===== src/rtl/udec_bi.sv =====
// udec_bi: bipolar stochastic bitstream decoder.
// Counts the ones in a window of N = 2^BITWIDTH samples and reports
// ones - N/2 as a signed BITWIDTH+1 bit value.
// Optional macro UDEC_BI_CONTINUOUS_EN: windows run back-to-back and each
// result is flagged by a one-cycle oValid pulse. There is no handshake in
// that mode.
module udec_bi #(
  parameter int BITWIDTH = 8
) (
  input  logic                       iClk,
  input  logic                       iRst,
  input  logic                       iEn,
  input  logic                       iClr,
  input  logic                       iStart,
  input  logic                       iBit,
  input  logic                       iAck,
  output logic                       oBusy,
  output logic                       oValid,
  output logic signed [BITWIDTH:0]   oValue
);

  typedef enum logic [1:0] {IDLE, ACC, DONE} state_t;

  // Offset that turns the ones count into a bipolar value.
  localparam logic [BITWIDTH:0] HALF = (BITWIDTH+1)'(1) << (BITWIDTH-1);

  state_t                     state, stateNxt;
  logic [BITWIDTH:0]          ones;     // max value N, so one extra bit
  logic [BITWIDTH-1:0]        sampCnt;  // wraps N-1 -> 0 at window end
  logic                       validQ;
  logic signed [BITWIDTH:0]   valueQ;
  logic                       lastSample;
  logic [BITWIDTH:0]          onesNxt;

  assign lastSample = (state == ACC) && (sampCnt == '1);
  assign onesNxt    = ones + {{BITWIDTH{1'b0}}, iBit};

  // State register; clear wins over every other request.
  always_ff @(posedge iClk or posedge iRst) begin
    if (iRst)          state <= IDLE;
    else if (iEn) begin
      if (iClr)        state <= IDLE;
      else             state <= stateNxt;
    end
  end

  // Next-state logic.
  always_comb begin
    stateNxt = state;
    case (state)
      IDLE: if (iStart) stateNxt = ACC;
      ACC: begin
        if (lastSample) begin
`ifdef UDEC_BI_CONTINUOUS_EN
          stateNxt = ACC;
`else
          stateNxt = DONE;
`endif
        end
      end
      DONE: if (iAck) stateNxt = IDLE;
      default: stateNxt = IDLE;
    endcase
  end

  // Counters and the registered result. All of them freeze while iEn is low.
  always_ff @(posedge iClk or posedge iRst) begin
    if (iRst) begin
      ones    <= '0;
      sampCnt <= '0;
      validQ  <= 1'b0;
      valueQ  <= '0;
    end else if (iEn) begin
      if (iClr) begin
        ones    <= '0;
        sampCnt <= '0;
        validQ  <= 1'b0;
        valueQ  <= '0;
      end else begin
        case (state)
          IDLE: begin
            if (iStart) begin
              ones    <= '0;
              sampCnt <= '0;
            end
          end
          ACC: begin
            sampCnt <= sampCnt + 1'b1;
            if (lastSample) begin
              // The final sample is folded in before the offset is removed.
              valueQ <= $signed(onesNxt - HALF);
              validQ <= 1'b1;
`ifdef UDEC_BI_CONTINUOUS_EN
              ones   <= '0;
`else
              ones   <= onesNxt;
`endif
            end else begin
              ones   <= onesNxt;
              validQ <= 1'b0;
            end
          end
          DONE: if (iAck) validQ <= 1'b0;
          default: validQ <= 1'b0;
        endcase
      end
    end
  end

  // Output decode.
  always_comb begin
    oBusy  = (state == ACC);
    oValid = validQ;
    oValue = valueQ;
  end

endmodule


===== config.mk =====
export PLATFORM = sky130hd
export DESIGN_NAME = udec_bi
export DESIGN_NICKNAME = d
export VERILOG_FILES = /design/src/rtl/udec_bi.sv
export SDC_FILE = /design/constraint.sdc
export NUM_CORES = 1
export LEC_CHECK = 0
export CORE_UTILIZATION = 40
export CTS_CLUSTER_DIAMETER = 60
export DETAILED_ROUTE_END_ITERATION = 10
export PLACE_DENSITY_LB_ADDON = 0.05
export SYNTH_ARGS = -nofsm -noshare
export SYNTH_HDL_FRONTEND = slang
export SYNTH_SLANG_ARGS = --single-unit

===== constraint.sdc =====
create_clock -name iClk -period 2.26 [get_ports iClk]
set_clock_uncertainty 0.05 [all_clocks]
set_input_delay 0.678 -clock iClk [delete_from_list [all_inputs] [get_ports iClk]]
set_output_delay 0.678 -clock iClk [all_outputs]
set_load 0.03 [all_outputs]

==> impl_metrics.env, run 1 <==
export IMPL_status="finished clean"
export IMPL_hold_viol=0
export IMPL_grt_pass1_wl_mm=5.623
export IMPL_track_usage_pct=18.64
export IMPL_numCtsBuffers=5
export IMPL_r2r_start="sampCnt[0]"
export IMPL_min_period_ns=2.189
export IMPL_crit_path_start_kind="input pin"
export IMPL_rsz0062_at_grt="false"
export IMPL_antenna_diode_count=0
export IMPL_synth_seq_cells=29
export IMPL_cts_clk_slew_worst_paths_ns=0.10
export IMPL_seq_area_um2=725.7
export IMPL_worst_path_most_repeated_cell="ha_1"
export IMPL_end_kind="flop"
export IMPL_pre_cts_ws_ns=-0.2804
export IMPL_grt_pass1_vias=1273
export IMPL_leakage_nw=0.8222
export IMPL_num_fill_cells=308
export IMPL_maxCapViolations=0
export IMPL_synth_area_um2=1459
export IMPL_tightest_slew_ns=0.6922
export IMPL_yosysSeqAreaShare_pct=49.74
export IMPL_timing_final_max_slew_violations=0
export IMPL_path_delay_family="compound AO/OA/AOI/OAI gates"
export IMPL_route_detailed_drc=0
export IMPL_drt_pass1_iter_count=4
export IMPL_syn_to_final_growth_pct=26.42
export IMPL_vias=1267
export IMPL_start_util_pct=42.71
export IMPL_tns_ns=0
export IMPL_die_w_um=62.39
export IMPL_pwr_density_cell_nw_per_um2=532.2
export IMPL_synth_flop_cell="dfrtp_1"
export IMPL_cp_arrival_ns=2.37
export IMPL_cts_root_buf="clkbuf_4"
export IMPL_numPortBuffers=17
export IMPL_timing_final_ws_setup_ns=0.07115
export IMPL_rows=21
export IMPL_synth_area_leaders="dfrtp_1 50%, a22o_1 7.2%, o21ai_0 6.9%"
export IMPL_cts_buffer_depth=2
export IMPL_multi_input_comb_area_um2=696.9
export IMPL_gp_congestion=0.8253
export IMPL_postCtsSetupBuffers=0
export IMPL_setup_viol=0
export IMPL_vias_per_cell=5.631
export IMPL_cts_tree="built"
export IMPL_io_pins=18
export IMPL_crit_chain="clkdlybuf4s50_1 -> ha_1 -> ha_1 -> nand3_1 -> o21a_1 -> a211o_1 -> a32o_1"
export IMPL_critical_path_class="input pin to flop"
export IMPL_cts_hold_buf=0
export IMPL_async_flop_share_pct=100.0
export IMPL_synth_most_common_cell="dfrtp_1"
export IMPL_grt_overflow_total=0
export IMPL_period_share_pct=96.85
export IMPL_synth_edf_count=0
export IMPL_crit_required_ns=2.44
export IMPL_synthDominantCellAreaShare_pct=49.74
export IMPL_cts_htree_levels=2
export IMPL_dp_hpwl_mm=2.264
export IMPL_startpoint="iBit"
export IMPL_yosys_top_cells_count="29 x dfrtp_1, 20 x o21ai_0, 12 x a22o_1"
export IMPL_antenna_found_initial=0
export IMPL_slowest_delay_ns=0.46
export IMPL_fmax_mhz=456.9
export IMPL_drtIter0Drc=63
export IMPL_die_h_um=62.39
export IMPL_ant_nets=0
export IMPL_yosysUniqueCellTypes=41
export IMPL_cp_num_buf_inv=1
export IMPL_drt_total_wl_mm=3.160
export IMPL_nets=188
export IMPL_synth_fp_nets=153
export IMPL_synth_top_area_cell="dfrtp_1"
export IMPL_slowest_stage="clkdlybuf4s50_1"
export IMPL_peakVddDrop_uv=304.2
export IMPL_clkLatencyLatePin_ns=0.33
export IMPL_core_um2=3416
export IMPL_min_from="oValue[6]"
export IMPL_hold_path_class="flop to flop"
export IMPL_avgSynthCellArea_um2=10.20
export IMPL_synth_yosys_warnings=0
export IMPL_fp_dieArea_um2=3893
export IMPL_crit_path_max_fanout=3
export IMPL_grt_start_max_net_pins=30
export IMPL_wire_per_inst_um=14.04
export IMPL_cts_sinks=29
export IMPL_slew_headroom_pct=53.55
export IMPL_drive_gt1_share_pct=16.76
export IMPL_syn_inst=143
-- registers in the layout, summed over array words and instances, names as in the netlist --
signal   cells
oValid       1
state        2
ones         9
sampCnt      8
oValue       9
-- through the flow --
step	total power, W	cells	hold WS, ns	util (%)	instance area [um2]
floorplan	0.0006310	143	0.3963	-	1459
global placement	0.0006911	217	0.4194	52.42	1790
detailed placement	0.0006945	217	0.4422	52.42	1790
CTS	0.001004	225	0.4544	53.99	1844
global route	0.001046	225	0.4634	53.99	1844
finish	0.0009816	225	0.4585	53.99	1844
-- where the power goes --
group	total (W)	switching [W]	leakage [nW]	internal, W
Combinational	0.000137	0.0000756	0.390	0.0000612
Clock	0.000300	0.000183	0.0310	0.000117
Sequential	0.000544	0.0000134	0.401	0.000531
-- path summary, 6_finish.rpt --
| path | to | slack [ns] | cells past startpoint |
|---|---|---|---|
| setup / recovery | oValue[8] | 0.07 | 7 |
| hold / removal | oValue[6] | 0.46 | 1 |
| hold reg to reg | oValue[6] | 0.46 | 1 |
| setup reg to reg | oValue[5] | 0.34 | 5 |
| min in group asynchronous | sampCnt[0] | 0.65 | 3 |
| max in group asynchronous | ones[4] | 1.24 | 3 |
-- layout by cell type (no fill, tap or decap), types with 2 or more instances in the layout --
| cell type | count |
|---|---|
| clkbuf_4 | 5 |
| a22o_1 | 12 |
| nand3_1 | 4 |
| ha_1 | 3 |
| clkinv_2 | 2 |
| xnor2_1 | 4 |
| and3_1 | 3 |
| inv_1 | 4 |
| clkdlybuf4s50_1 | 16 |
| and2_1 | 2 |
| a21oi_1 | 6 |
| dfrtp_1 | 29 |
| nand2b_1 | 2 |
| nor2_1 | 8 |
| o21ai_1 | 2 |
| buf_4 | 14 |
| nand4_1 | 3 |
| nand2_1 | 11 |
| o21ai_0 | 20 |
| o31ai_1 | 4 |
-- layout make-up --
class	count	share of cell area, %
clock buffers	5	2.035
repair buffers	32	15.94
flip-flops and latches	29	39.35
inverters	4	0.8141
well taps	46	3.121
multi-input cells	106	37.79
clock inverters	3	0.9498
-- layer usage --
metal	GRT usage, %	wire (um)
met1	21.90	1461
met2	31.46	1533
met3	6.022	126
met4	7.558	38
met5	0	0
-- what timing repair did --
item / 4_1_cts / 5_1_grt
endpoints found under the setup margin: 1 / 0
resized for setup: 1 / 0
hold endpoints to repair: 0 / 0
-- kinds of logic after synthesis --
| family | count (synthesis) | synth area share [%] |
|---|---|---|
| adder cells (fa/ha/maj) | 3 | 2.573 |
| XOR/XNOR | 5 | 3.002 |
| flip-flops | 29 | 49.74 |
| AO/OA/AOI/OAI | 54 | 24.62 |
| buffers and inverters | 8 | 2.487 |
| AND/OR/NAND/NOR | 44 | 17.58 |
(Power assumes the default switching activity.)
==> run 2: changes to the inputs <==
--- a/config.mk
+++ b/config.mk
@@ -5,7 +5,7 @@
 export SDC_FILE = /design/constraint.sdc
 export NUM_CORES = 1
 export LEC_CHECK = 0
-export CORE_UTILIZATION = 40
+export CORE_UTILIZATION = 50
 export CTS_CLUSTER_DIAMETER = 60
 export DETAILED_ROUTE_END_ITERATION = 10
 export PLACE_DENSITY_LB_ADDON = 0.05
==> run 2 against run 1 <==
  * Register-to-register slack lost 0.10 ns
  * Power is 0.43% lower
  * Cell area fell by 1.4%
==> impl_metrics.env, run 2 (same netlist as run 1, synthesis figures left out) <==
export IMPL_status="finished clean"
export IMPL_switching_share_pct=26.76
export IMPL_syn_to_final_growth_pct=24.70
export IMPL_grt_pass1_wl_mm=5.313
export IMPL_fmax_mhz=457.3
export IMPL_route_detailed_drc=0
export IMPL_r2r_start="sampCnt[0]"
export IMPL_clkLatencyLatePin_ns=0.33
export IMPL_cp_num_buf_inv=1
export IMPL_period_share_pct=96.77
export IMPL_cts_buffer_depth=2
export IMPL_postCtsSetupBuffers=0
export IMPL_p_seq_share_pct=55.6
export IMPL_core_um2=2758
export IMPL_gp_congestion=0.8268
export IMPL_cts_tree="built"
export IMPL_setup_viol=0
export IMPL_drt_pass1_iter_count=4
export IMPL_maxCapViolations=0
export IMPL_nets=188
export IMPL_grt_overflow_total=0
export IMPL_cts_clk_slew_worst_paths_ns=0.09
export IMPL_grt_start_max_net_pins=30
export IMPL_critical_path_class="input pin to flop"
export IMPL_wire_per_inst_um=14.72
export IMPL_tns_ns=0
export IMPL_crit_path_max_fanout=3
export IMPL_timing_final_max_slew_violations=0
export IMPL_timing_final_ws_setup_ns=0.07303
export IMPL_internal_power_w=0.0007159
export IMPL_pwr_density_cell_nw_per_um2=537.2
export IMPL_cts_resized=1
export IMPL_min_from="oValue[5]"
export IMPL_tightest_slew_ns=0.6716
export IMPL_fp_dieArea_um2=3138
export IMPL_start_util_pct=52.90
export IMPL_numCtsBuffers=5
export IMPL_cts_hold_buf=0
export IMPL_path_delay_family="compound AO/OA/AOI/OAI gates"
export IMPL_num_fill_cells=225
export IMPL_die_w_um=56.02
export IMPL_p_switching_w=0.0002615
export IMPL_p_clk_share_pct=30.4
export IMPL_crit_required_ns=2.44
export IMPL_pre_cts_ws_ns=-0.2670
export IMPL_reg2reg_depth=5
export IMPL_min_period_ns=2.187
export IMPL_cts_root_buf="clkbuf_4"
export IMPL_die_h_um=56.02
export IMPL_numPortBuffers=17
export IMPL_rsz0062_at_grt="false"
export IMPL_hold_depth=1
export IMPL_vias=1214
export IMPL_rows=19
export IMPL_slowest_stage="clkdlybuf4s50_1"
export IMPL_layout_common_cells="29 x dfrtp_1, 20 x o21ai_0, 16 x clkdlybuf4s50_1, 14 x buf_4, 12 x a22o_1"
export IMPL_crit_chain="clkdlybuf4s50_1 -> ha_1 -> ha_1 -> nand3_1 -> o21a_1 -> a211o_1 -> a32o_1"
export IMPL_cp_depth=7
export IMPL_hold_path_class="flop to flop"
export IMPL_combPwrFrac_pct=14.0
export IMPL_grt_pass1_vias=1254
export IMPL_io_pins=18
export IMPL_hold_viol=0
export IMPL_worst_hold_path_endpoint="oValue[5]"
export IMPL_crit_path_start_kind="input pin"
export IMPL_antenna_found_initial=0
export IMPL_antenna_diode_count=0
export IMPL_drt_total_wl_mm=3.092
export IMPL_worst_path_most_repeated_cell="ha_1"
export IMPL_rrSetupSlack_ns=0.24
export IMPL_ant_nets=0
export IMPL_leakage_nw=0.8164
export IMPL_final_common_cell="dfrtp_1"
export IMPL_dp_hpwl_mm=2.247
export IMPL_drive_gt1_share_pct=15.08
export IMPL_track_usage_pct=22.39
export IMPL_vias_per_cell=5.781
export IMPL_cp_arrival_ns=2.36
export IMPL_slowest_delay_ns=0.47
export IMPL_slew_headroom_pct=54.93
export IMPL_end_kind="flop"
export IMPL_peakVddDrop_uv=391.9
export IMPL_r2r_end="oValue[0]"
export IMPL_cts_sinks=29
export IMPL_cts_htree_levels=2
export IMPL_drtIter0Drc=30
==> run 2: layer usage <==
metal / track usage [%] / vias up / part of all wire, %
met2: 37.07 / 25 / 48
met3: 7.209 / 12 / 4.2
li1: - / 603 / -
met5: 0 / - / 0
met1: 25.38 / 574 / 44
met4: 12.54 / 0 / 2.8
==> run 2: through the flow <==
| stage | hold slack, ns | util (%) | cell area, um2 | cells | power (W) |
|---|---|---|---|---|---|
| after floorplan | 0.3963 | - | 1459 | 143 | 0.0006310 |
| after global placement | 0.4178 | 64.25 | 1772 | 202 | 0.0006896 |
| after detailed placement | 0.4334 | 64.25 | 1772 | 202 | 0.0006943 |
| after CTS | 0.4457 | 65.97 | 1819 | 210 | 0.0009923 |
| after global routing | 0.4658 | 65.97 | 1819 | 210 | 0.001028 |
| final | 0.4552 | 65.97 | 1819 | 210 | 0.0009774 |
==> run 2: cell type report <==
cell class	count	area, um2	share of cell area, %
Timing Repair Buffer	32	294.0	16.16
Multi-Input combinational cell	106	696.9	38.31
Sequential cell	29	725.7	39.89
Tap cell	31	38.79	2.132
Clock buffer	8	48.80	2.682
Inverter	4	15.01	0.8253
==> run 2: worst max path at each step <==
stage,slack [ns],from,endpoint
6_report,0.07,iBit,oValue[8]
5_1_grt,0.008,iBit,oValue[8]
4_1_cts,0.09,iBit,oValue[8]
3_5_place_dp,-0.27,iBit,oValue[8]
3_3_place_gp,-0.23,iBit,oValue[8]
2_1_floorplan,0.22,iBit,oValue[8]
==> run 2: power groups by stage <==
stage / logic (W) / clock network (W) / registers (W)
after floorplan: 0.0000806 / 0 / 0.000550
after global routing: 0.000153 / 0.000330 / 0.000545
final: 0.000137 / 0.000297 / 0.000543
after global placement: 0.000137 / 0 / 0.000553
after detailed placement: 0.000141 / 0 / 0.000553
after CTS: 0.000139 / 0.000310 / 0.000543
